===== config.mk =====
export PLATFORM = sky130hd
export DESIGN_NAME = block_align_ctrl
export DESIGN_NICKNAME = d
export VERILOG_FILES = /design/src/rtl/pcie_phy_pkg.sv /design/src/rtl/block_align_ctrl.sv
export SDC_FILE = /design/constraint.sdc
export NUM_CORES = 1
export LEC_CHECK = 0
export CORE_UTILIZATION = 40
export CTS_CLUSTER_DIAMETER = 150
export DETAILED_ROUTE_END_ITERATION = 16
export GPL_TIMING_DRIVEN = 0
export PLACE_DENSITY = 0.8
export RECOVER_POWER = 25
export SKIP_LAST_GASP = 1
export SLEW_MARGIN = 30
export SYNTH_ARGS = -nofsm -noshare
export SYNTH_HDL_FRONTEND = slang
export SYNTH_SLANG_ARGS = --single-unit

===== constraint.sdc =====
create_clock -name clk_i -period 2.9 [get_ports clk_i]
set_input_delay 0.58 -clock clk_i [delete_from_list [all_inputs] [get_ports clk_i]]
set_output_delay 0.58 -clock clk_i [all_outputs]
set_load 0.03 [all_outputs]

===== src/rtl/pcie_phy_pkg.sv =====
// Shared PHY types: link data rate encoding.
package pcie_phy_pkg;

    typedef enum logic [2:0] {
        GEN1 = 3'd0,
        GEN2 = 3'd1,
        GEN3 = 3'd2,
        GEN4 = 3'd3,
        GEN5 = 3'd4
    } rate_speed_e;

endpackage


===== src/rtl/block_align_ctrl.sv =====
// Per-lane 128b/130b block alignment (UNALIGNED -> ALIGNED on EIEOS, LOCKED on SDS).
// Define BLOCK_ALIGN_ERR_CNT_EN to add per-lane saturating sync-header error counters.
module block_align_ctrl
    import pcie_phy_pkg::*;
#(
    parameter int unsigned DATA_WIDTH    = 32,
    parameter int unsigned MAX_NUM_LANES = 4,
    parameter int unsigned BAD_SH_LIMIT  = 4
) (
    input  logic                                clk_i,
    input  logic                                rst_i,
    input  logic                                phy_link_up_i,
    input  rate_speed_e                         curr_data_rate_i,
    input  logic [5:0]                          num_active_lanes_i,
    input  logic [MAX_NUM_LANES*DATA_WIDTH-1:0] data_i,
    input  logic [MAX_NUM_LANES-1:0]            data_valid_i,
    input  logic [2*MAX_NUM_LANES-1:0]          sync_header_i,
    output logic [MAX_NUM_LANES-1:0]            block_start_o,
    output logic [MAX_NUM_LANES-1:0]            block_aligned_o,
    output logic [MAX_NUM_LANES-1:0]            block_locked_o,
    output logic                                all_locked_o,
    output logic [MAX_NUM_LANES-1:0]            sh_err_o,
    output logic [8*MAX_NUM_LANES-1:0]          err_cnt_o
);

    localparam logic [DATA_WIDTH-1:0] EIEOS_BEAT  = 32'hFF00FF00;
    localparam logic [7:0]            SDS_BYTE    = 8'hE1;
    localparam int unsigned           BAD_W       = $clog2(BAD_SH_LIMIT + 1);
    localparam logic [BAD_W-1:0]      BAD_LIMIT_V = BAD_W'(BAD_SH_LIMIT);
    localparam logic [5:0]            NAL_MAX     = 6'(MAX_NUM_LANES);

    typedef enum logic [1:0] {
        StUnaligned = 2'd0,
        StAligned   = 2'd1,
        StLocked    = 2'd2
    } lane_state_e;

    logic [5:0]               r_nal_prev;
    logic                     r_all_locked;
    logic                     w_run;
    logic                     w_nal_ok;
    logic                     w_all_locked_nxt;
    logic [MAX_NUM_LANES-1:0] w_locked_nxt;
    logic [MAX_NUM_LANES-1:0] w_lane_mask;

    // Any change of lane count, link loss or a non-128b/130b rate realigns every lane.
    assign w_run = phy_link_up_i && (curr_data_rate_i >= GEN3) &&
                   (num_active_lanes_i == r_nal_prev);

    assign w_nal_ok         = (num_active_lanes_i != 6'd0) && (num_active_lanes_i <= NAL_MAX);
    assign w_all_locked_nxt = w_nal_ok && (&(w_locked_nxt | ~w_lane_mask));

    always_ff @(posedge clk_i or posedge rst_i) begin
        if (rst_i) begin
            r_nal_prev   <= 6'd0;
            r_all_locked <= 1'b0;
        end else begin
            r_nal_prev   <= num_active_lanes_i;
            r_all_locked <= w_all_locked_nxt;
        end
    end

    assign all_locked_o = r_all_locked;

    for (genvar g = 0; g < MAX_NUM_LANES; g++) begin : g_lane
        localparam logic [5:0] LANE_IDX = 6'(g);

        lane_state_e           r_state;
        lane_state_e           w_state_nxt;
        logic [1:0]            r_beat;
        logic [1:0]            w_beat_nxt;
        logic [1:0]            r_eie_cnt;
        logic [1:0]            w_eie_nxt;
        logic [BAD_W-1:0]      r_bad;
        logic [BAD_W-1:0]      w_bad_nxt;
        logic [BAD_W-1:0]      w_bad_inc;
        logic                  r_start;
        logic                  w_start_nxt;
        logic                  r_sh_err;
        logic                  w_sh_err_nxt;
        logic [DATA_WIDTH-1:0] w_beat_data;
        logic [1:0]            w_sh;
        logic                  w_active;
        logic                  w_valid;
        logic                  w_eieos;
        logic                  w_eieos_done;
        logic                  w_sh_bad;
        logic                  w_sds;
        logic                  w_beat0;

        assign w_beat_data  = data_i[g*DATA_WIDTH +: DATA_WIDTH];
        assign w_sh         = sync_header_i[2*g +: 2];
        assign w_valid      = data_valid_i[g];
        assign w_lane_mask[g] = LANE_IDX < num_active_lanes_i;
        assign w_active     = w_run && w_lane_mask[g];
        assign w_eieos      = w_beat_data == EIEOS_BEAT;
        assign w_eieos_done = w_eieos && (r_eie_cnt == 2'd3);
        assign w_sh_bad     = (w_sh == 2'b00) || (w_sh == 2'b11);
        assign w_sds        = (w_sh == 2'b10) && (w_beat_data[7:0] == SDS_BYTE);
        assign w_beat0      = r_beat == 2'd0;
        assign w_bad_inc    = (r_bad >= BAD_LIMIT_V) ? r_bad : r_bad + 1'b1;

        always_comb begin
            w_state_nxt  = r_state;
            w_beat_nxt   = r_beat;
            w_eie_nxt    = r_eie_cnt;
            w_bad_nxt    = r_bad;
            w_start_nxt  = 1'b0;
            w_sh_err_nxt = 1'b0;
            if (!w_active) begin
                w_state_nxt = StUnaligned;
                w_beat_nxt  = 2'd0;
                w_eie_nxt   = 2'd0;
                w_bad_nxt   = '0;
            end else if (w_valid) begin
                w_beat_nxt = r_beat + 2'd1;
                unique case (r_state)
                    StUnaligned: begin
                        w_beat_nxt = 2'd0;
                        if (w_eieos_done) begin
                            w_state_nxt = StAligned;
                            w_eie_nxt   = 2'd0;
                        end else if (w_eieos) begin
                            w_eie_nxt = r_eie_cnt + 2'd1;
                        end else begin
                            w_eie_nxt = 2'd0;
                        end
                    end
                    StAligned: begin
                        w_start_nxt = w_beat0;
                        if (w_beat0 && w_sh_bad) begin
                            w_state_nxt  = StUnaligned;
                            w_sh_err_nxt = 1'b1;
                            w_beat_nxt   = 2'd0;
                            w_eie_nxt    = 2'd0;
                        end else if (w_beat0 && w_sds) begin
                            w_state_nxt = StLocked;
                            w_bad_nxt   = '0;
                            w_eie_nxt   = 2'd0;
                        end
                    end
                    StLocked: begin
                        w_start_nxt = w_beat0;
                        w_eie_nxt   = w_eieos ? r_eie_cnt + 2'd1 : 2'd0;
                        if (w_beat0 && w_sh_bad) begin
                            w_sh_err_nxt = 1'b1;
                            w_bad_nxt    = w_bad_inc;
                        end
                        // A completed EIEOS takes priority over hitting the bad-header limit.
                        if (w_eieos_done) begin
                            w_state_nxt = StAligned;
                            w_beat_nxt  = 2'd0;
                            w_eie_nxt   = 2'd0;
                        end else if (w_beat0 && w_sh_bad && (w_bad_inc >= BAD_LIMIT_V)) begin
                            w_state_nxt = StUnaligned;
                            w_beat_nxt  = 2'd0;
                            w_eie_nxt   = 2'd0;
                            w_bad_nxt   = '0;
                        end
                    end
                    default: begin
                        w_state_nxt = StUnaligned;
                        w_beat_nxt  = 2'd0;
                        w_eie_nxt   = 2'd0;
                        w_bad_nxt   = '0;
                    end
                endcase
            end
        end

        always_ff @(posedge clk_i or posedge rst_i) begin
            if (rst_i) begin
                r_state   <= StUnaligned;
                r_beat    <= 2'd0;
                r_eie_cnt <= 2'd0;
                r_bad     <= '0;
                r_start   <= 1'b0;
                r_sh_err  <= 1'b0;
            end else begin
                r_state   <= w_state_nxt;
                r_beat    <= w_beat_nxt;
                r_eie_cnt <= w_eie_nxt;
                r_bad     <= w_bad_nxt;
                r_start   <= w_start_nxt;
                r_sh_err  <= w_sh_err_nxt;
            end
        end

        assign w_locked_nxt[g]    = w_state_nxt == StLocked;
        assign block_start_o[g]   = r_start;
        assign block_aligned_o[g] = r_state != StUnaligned;
        assign block_locked_o[g]  = r_state == StLocked;
        assign sh_err_o[g]        = r_sh_err;

`ifdef BLOCK_ALIGN_ERR_CNT_EN
        logic [7:0] r_err_cnt;

        always_ff @(posedge clk_i or posedge rst_i) begin
            if (rst_i) begin
                r_err_cnt <= 8'h00;
            end else if (w_sh_err_nxt && (r_err_cnt != 8'hFF)) begin
                r_err_cnt <= r_err_cnt + 8'd1;
            end
        end

        assign err_cnt_o[8*g +: 8] = r_err_cnt;
`else
        assign err_cnt_o[8*g +: 8] = 8'h00;
`endif
    end

endmodule


Word level (Yosys, flattened, before mapping):

Index checks and enable logic that the tools add are counted.

* flip-flop bits (word level): 51
* input bits: 152
* output and inout bits: 49
* word-level logic and storage cells: 325

* $add $sub $neg: 12
* magnitude comparators: 14
* equality and inequality tests: 53
* muxes and demuxes: 156
* bitwise gates (word level): 2
* reductions and logical operators: 62

Operators with widths (number)
* $mux 2: 80
* $eq 32x32->1 const B: 4
* $mux 3: 32
* $pmux 2 s3: 8
* $eq 2x2->1 const B: 20
* $pmux 3 s3: 4
* $eq 8x8->1 const B: 4
* $logic_and 1x1->1: 28
* $mux 1: 28
* $ge 3x3->1 const B: 8
* $logic_not 2->1: 12
* $ne 3x3->1 const B: 8
* $reduce_and 4->1: 5
* $add 2x1->2 const B: 8
* $ne 2x2->1 const B: 8
* $ne 4x4->1 const B: 4
* $pmux 2 s2: 4
* $add 3x1->3 const B: 4
* $lt 1x6->1 const A: 2
* $lt 2x6->1 const A: 2
* $eq 2x1->1 const B: 4
* $reduce_and 2->1: 4
* $reduce_bool 2->1: 4
* $reduce_or 2->1: 4
* 7 further kinds: 10

Logic depth before layout (Yosys ltp):

* depth after elaboration: 13
* depth in mapped cells: 9
* mapped depth without buffers: 9

Least setup slack after synthesis:

No wires, ideal clock.

* kind: in2reg
* start: input port sync_header_i[2]
* end: register r_all_locked, in the netlist all_locked_o
* library setup time: 96 ps
* arrival time: 2533 ps
* required time: 2804 ps
* setup slack: 271 ps
* cell stages on the path: 9
* path buffers: 0
* path through: inv_1 -> ha_1 -> and2_1 -> o21ai_0 -> a21oi_1 -> or4b_2 -> a21oi_2 -> a31oi_1 -> nor4_2

* word-level cells in the longest chain between the ends: 13
* elaborated cells between the ends (all ways): 19
* classes of those cells: eq/ne (3); mux (7); bitwise (1); reduce/logical (8)

Ends and longest elaborated chain
* start: declaration: RTL line block_align_ctrl.sv:17 `input logic [2*MAX_NUM_LANES-1:0] sync_header_i,`
* $eq 2x2->1 or $logic_not 2->1 (tied branches): RTL line block_align_ctrl.sv:98 `assign w_sh_bad = (w_sh == 2'b00) || (w_sh == 2'b11);`
* $logic_or 1x1->1: RTL line block_align_ctrl.sv:98
* $logic_and 1x1->1: RTL line block_align_ctrl.sv:131, block_align_ctrl.sv:154
* $logic_and 1x1->1: RTL line block_align_ctrl.sv:154 `end else if (w_beat0 && w_sh_bad && (w_bad_inc >= BAD_LIMIT_V)) begin`
* $mux 2: RTL line block_align_ctrl.sv:154
* $mux 2: RTL line block_align_ctrl.sv:150 `if (w_eieos_done) begin`
* $pmux 2 s3 (*): RTL line block_align_ctrl.sv:117 `unique case (r_state)`
* $mux 2 (*): RTL line block_align_ctrl.sv:115 `end else if (w_valid) begin`
* $mux 2 (*): RTL line block_align_ctrl.sv:110 `if (!w_active) begin`
* net g_lane[1].w_state_nxt[1]: RTL line block_align_ctrl.sv:69 `lane_state_e w_state_nxt;`
* $eq 2x2->1 (*): RTL line block_align_ctrl.sv:189 `assign w_locked_nxt[g] = w_state_nxt == StLocked;`
* $or 4x4->4 (*): RTL line block_align_ctrl.sv:51 `assign w_all_locked_nxt = w_nal_ok && (&(w_locked_nxt | ~w_lane_mask));`
* $reduce_and 4->1 (*): RTL line block_align_ctrl.sv:51
* $logic_and 1x1->1 (*): RTL line block_align_ctrl.sv:51
* net w_all_locked_nxt: RTL line block_align_ctrl.sv:42 `logic w_all_locked_nxt;`
* end signal: assignment: RTL line block_align_ctrl.sv:59 `r_all_locked <= w_all_locked_nxt;`
* end: declaration: RTL line block_align_ctrl.sv:39 `logic r_all_locked;`

The timed path passes the listed nets; every way through them passes the cells marked *.
A chain may end at the register's enable or synchronous reset.

Worst setup path in the final report:

* start: input port data_i[47]
* end: register r_all_locked, in the netlist all_locked_o

* word-level cells in the longest chain between the ends: 10
* elaborated cells between the ends (all ways): 11
* classes of those cells: eq/ne (2); mux (5); bitwise (1); reduce/logical (3)

Ends and longest elaborated chain
* start: declaration: RTL line block_align_ctrl.sv:15 `input logic [MAX_NUM_LANES*DATA_WIDTH-1:0] data_i,`
* $eq 32x32->1 (*): RTL line block_align_ctrl.sv:96 `assign w_eieos = w_beat_data == EIEOS_BEAT;`
* $logic_and 1x1->1 (*): RTL line block_align_ctrl.sv:97 `assign w_eieos_done = w_eieos && (r_eie_cnt == 2'd3);`
* $mux 2 (on tied branches): RTL line block_align_ctrl.sv:150, block_align_ctrl.sv:120
* $pmux 2 s3 (*): RTL line block_align_ctrl.sv:117
* $mux 2 (*): RTL line block_align_ctrl.sv:115
* $mux 2 (*): RTL line block_align_ctrl.sv:110
* net g_lane[1].w_state_nxt[1]: RTL line block_align_ctrl.sv:69
* $eq 2x2->1 (*): RTL line block_align_ctrl.sv:189
* $or 4x4->4 (*): RTL line block_align_ctrl.sv:51
* $reduce_and 4->1 (*): RTL line block_align_ctrl.sv:51
* $logic_and 1x1->1 (*): RTL line block_align_ctrl.sv:51
* net w_all_locked_nxt: RTL line block_align_ctrl.sv:42

Marked as above.

==> flow_summary.toml <==
[floorplanning]
ios = 201
row_count = 36
die_area_sq_mm = 0.0106
die_h_um = 103
coreArea_sq_mm = 0.00982
fp.dieW_um = 103
initial_core_util = 0.416

[power]
ir_drop_uv = 275
p_per_area_mw_per_mm2 = 258
p_leak_nw = 2.66

[clocking]
cts.sinks = 51
ctsHoldBuffers = 0
cts_tree = "built"
cts.clk_slew.worst_paths_ns = 0.08
clock_path_buffers = 2
clock-root-buffer = "clkbuf_8"
clkLatencyLatePin_ns = 0.30
h-tree-depth = 2
numCtsBuffers = 5

[logic_synthesis]
yosys_most_used_dff = "dfrtp_1"
synthArstFlopShare = 1.00
yosysTopAreaCell = "dfrtp_1"
synth_seq_cells = 51
synth_cells = 474
ys_seq_area_frac = 0.312
synth_warnings = 0
netlist_area_sq_mm = 0.00409
avgSynthCellArea_sq_um = 8.62
synthTopCellsByArea = "dfrtp_1 (31%), ha_1 (11%), buf_4 (7.3%), inv_1 (4.7%), nor2_1 (3.4%)"
synth_edf_count = 0
synth_cell_types = 62
synth_top_area_share = 0.312
yosys-top-cells-count = "dfrtp_1 (51), inv_1 (51), buf_4 (40)"

[timing]
finalHoldViolCount = 0
min_period_ns = 2.84
fmax_mhz = 353
slew_headroom = -0.252
clock-skew-final_ns = 0.0130
setup_viol = 0
final.period_utilization = 0.978
worst_slew_pin_slew_ns = 1.88
drv_slew = 52
hold_ws_ns = 0.497
rsz0062_at_grt = "true"

[placed_design]
io_buffers = 167
place_congestion = 0.899
dp_hpwl_um = 8840
placed_cells = 805

[detailed_routing]
post_drt_via_cell_ratio = 5.02
drt-wirelength-per-cell_um = 13.1
drtIter0Drc = 146
drc = 0
dr_total_vias = 4089
dr.pass1.iters = 4
postRouteWirelength_um = 10600
ant_nets = 0

[min_path]
min_to = "r_nal_prev[3]$_DFF_PP0_"
holdPathStages = 1
hp-start = "num_active_lanes_i[3]"
hold_path.class = "input pin to register"

[grt]
grtUsageTotal = 0.197
grt_pass1_vias = 4049
overflow = 0
antenna_found_initial = 0
grt_pass1_wl_um = 17000
grt_max_degree = 52

[setup_path]
r2r_cells = 7
path_depth = 8
worst_setup_path_end_kind = "register"
critPathMaxFanout = 6
crit_type = "input pin to register"
slowest_delay_ns = 0.61
crit_chain = "clkdlybuf4s50_1 -> or4b_2 -> nor4_2 -> nand3_1 -> or4b_4 -> a21oi_4 -> a31oi_1 -> nor4_4"
cp_num_buf_inv = 1
r2r_start = "r_nal_prev[2]$_DFF_PP0_"
reg2reg_to = "all_locked_o$_DFF_PP0_"
cp.arrival_ns = 3.01
rrSetupSlack_ns = 0.33
cp_data_required_time_ns = 3.07
crit_slowest_cell = "or4b_2"
crit_family = "simple AND/OR/NAND/NOR gates"
start_kind = "input pin"

[cells_and_area]
fin_nets = 869
antenna_cells = 0
final_util = 0.634
drive_gt1_frac = 0.128
syn2layout_area_growth_pct = 52.3
fillers = 870
final_cells = 814

[status]
status = "complete, but fails checks"
violations = "max-capacitance violations, max-slew violations"

[run]
maxCapViolCount = 1
-- state kept, by name, summed over array words and instances (netlist names) --
signal and count:
g_lane.r_sh_err 4, g_lane.r_eie_cnt 8, r_nal_prev 6, g_lane.r_bad 12
g_lane.r_start 4, all_locked_o 1, g_lane.r_beat 8, g_lane.r_state 8
-- per-layer routing --
metal  GRT usage  part of all wire  vias up
met5           0                 0        -
met4      0.0628             0.018        0
met1       0.220              0.40     1885
met2       0.384              0.53      130
li1            -                 -     2051
met3      0.0258             0.056       23
-- power breakdown --
part	switching [mW]	total (mW)	internal, mW
clock network	0.225	0.478	0.253
logic	0.168	0.409	0.241
registers	0.00224	0.717	0.715
-- worst max-delay path by stage --
stage,from,end,slack [ns]
3_5_place_dp,sync_header_i[2],all_locked_o$_DFF_PP0_,-0.58
4_1_cts,num_active_lanes_i[3],all_locked_o$_DFF_PP0_,0.007
3_3_place_gp,sync_header_i[2],all_locked_o$_DFF_PP0_,-0.47
5_1_grt,data_i[49],all_locked_o$_DFF_PP0_,-0.03
6_report,data_i[47],all_locked_o$_DFF_PP0_,0.06
2_1_floorplan,sync_header_i[2],all_locked_o$_DFF_PP0_,0.27
-- cell usage in the layout, fill, tap and decap left out, types with 4 or more instances in the layout --
cell and instances:
a22oi_1 4, nand4b_1 10, buf_4 42, nor3_1 17
dfrtp_1 51, clkbuf_1 4, nand2_1 35, clkdlybuf4s50_1 161
a211oi_1 4, o211ai_1 5, conb_1 32, nor4_1 13
or4b_2 5, nor2_1 36, inv_1 51, a21o_1 4
a21oi_1 26, mux2i_1 8, ha_1 36, or4_1 7
nand3_1 9, nand4_1 13, nor4_2 4, xnor2_1 7
clkbuf_8 5, o21ai_0 18
-- area by class of cell --
| type | count | area, sq um | share of cell area |
|---|---|---|---|
| Clock inverter | 1 | 30.0 | 0.00483 |
| Inverter | 52 | 195 | 0.0314 |
| Tap cell | 133 | 166 | 0.0267 |
| Sequential cell | 51 | 1280 | 0.205 |
| Multi-Input combinational cell | 358 | 2480 | 0.399 |
| Timing Repair Buffer | 169 | 1670 | 0.269 |
| Clock buffer | 6 | 72.6 | 0.0117 |
| Buffer | 44 | 325 | 0.0523 |
-- stage by stage --
stage	total power [mW]	instance area (sq um)	setup slack (ns)	TNS [ns]
final	1.60	6220	0.0636	0
after CTS	1.61	6180	0.00716	0
after floorplan	0.904	4200	0.271	0
after global routing	1.68	6220	-0.0327	-0.0436
after detailed placement	1.14	6040	-0.580	-2.94
after global placement	1.13	6040	-0.475	-1.84
-- cells by family after synthesis --
logic type | count (synthesis) | share of synthesized area
and+or+nand+nor | 180 | 0.259
buffers and inverters | 96 | 0.127
AOI/OAI and AO/OA | 92 | 0.149
DFF | 51 | 0.312
adders and majority gates | 36 | 0.110
xor gates and xnor gates | 10 | 0.0214
muxes | 8 | 0.0196
other | 1 | 0.000918
-- what timing repair did --
action | CTS | global route
buffers inserted | 1 | 1
pin swaps | 4 | 4
setup endpoints to repair | 1 | 4
gates resized for setup | 9 | 10
hold endpoints to repair | 0 | 0
Power figures use the tool's default switching activity.
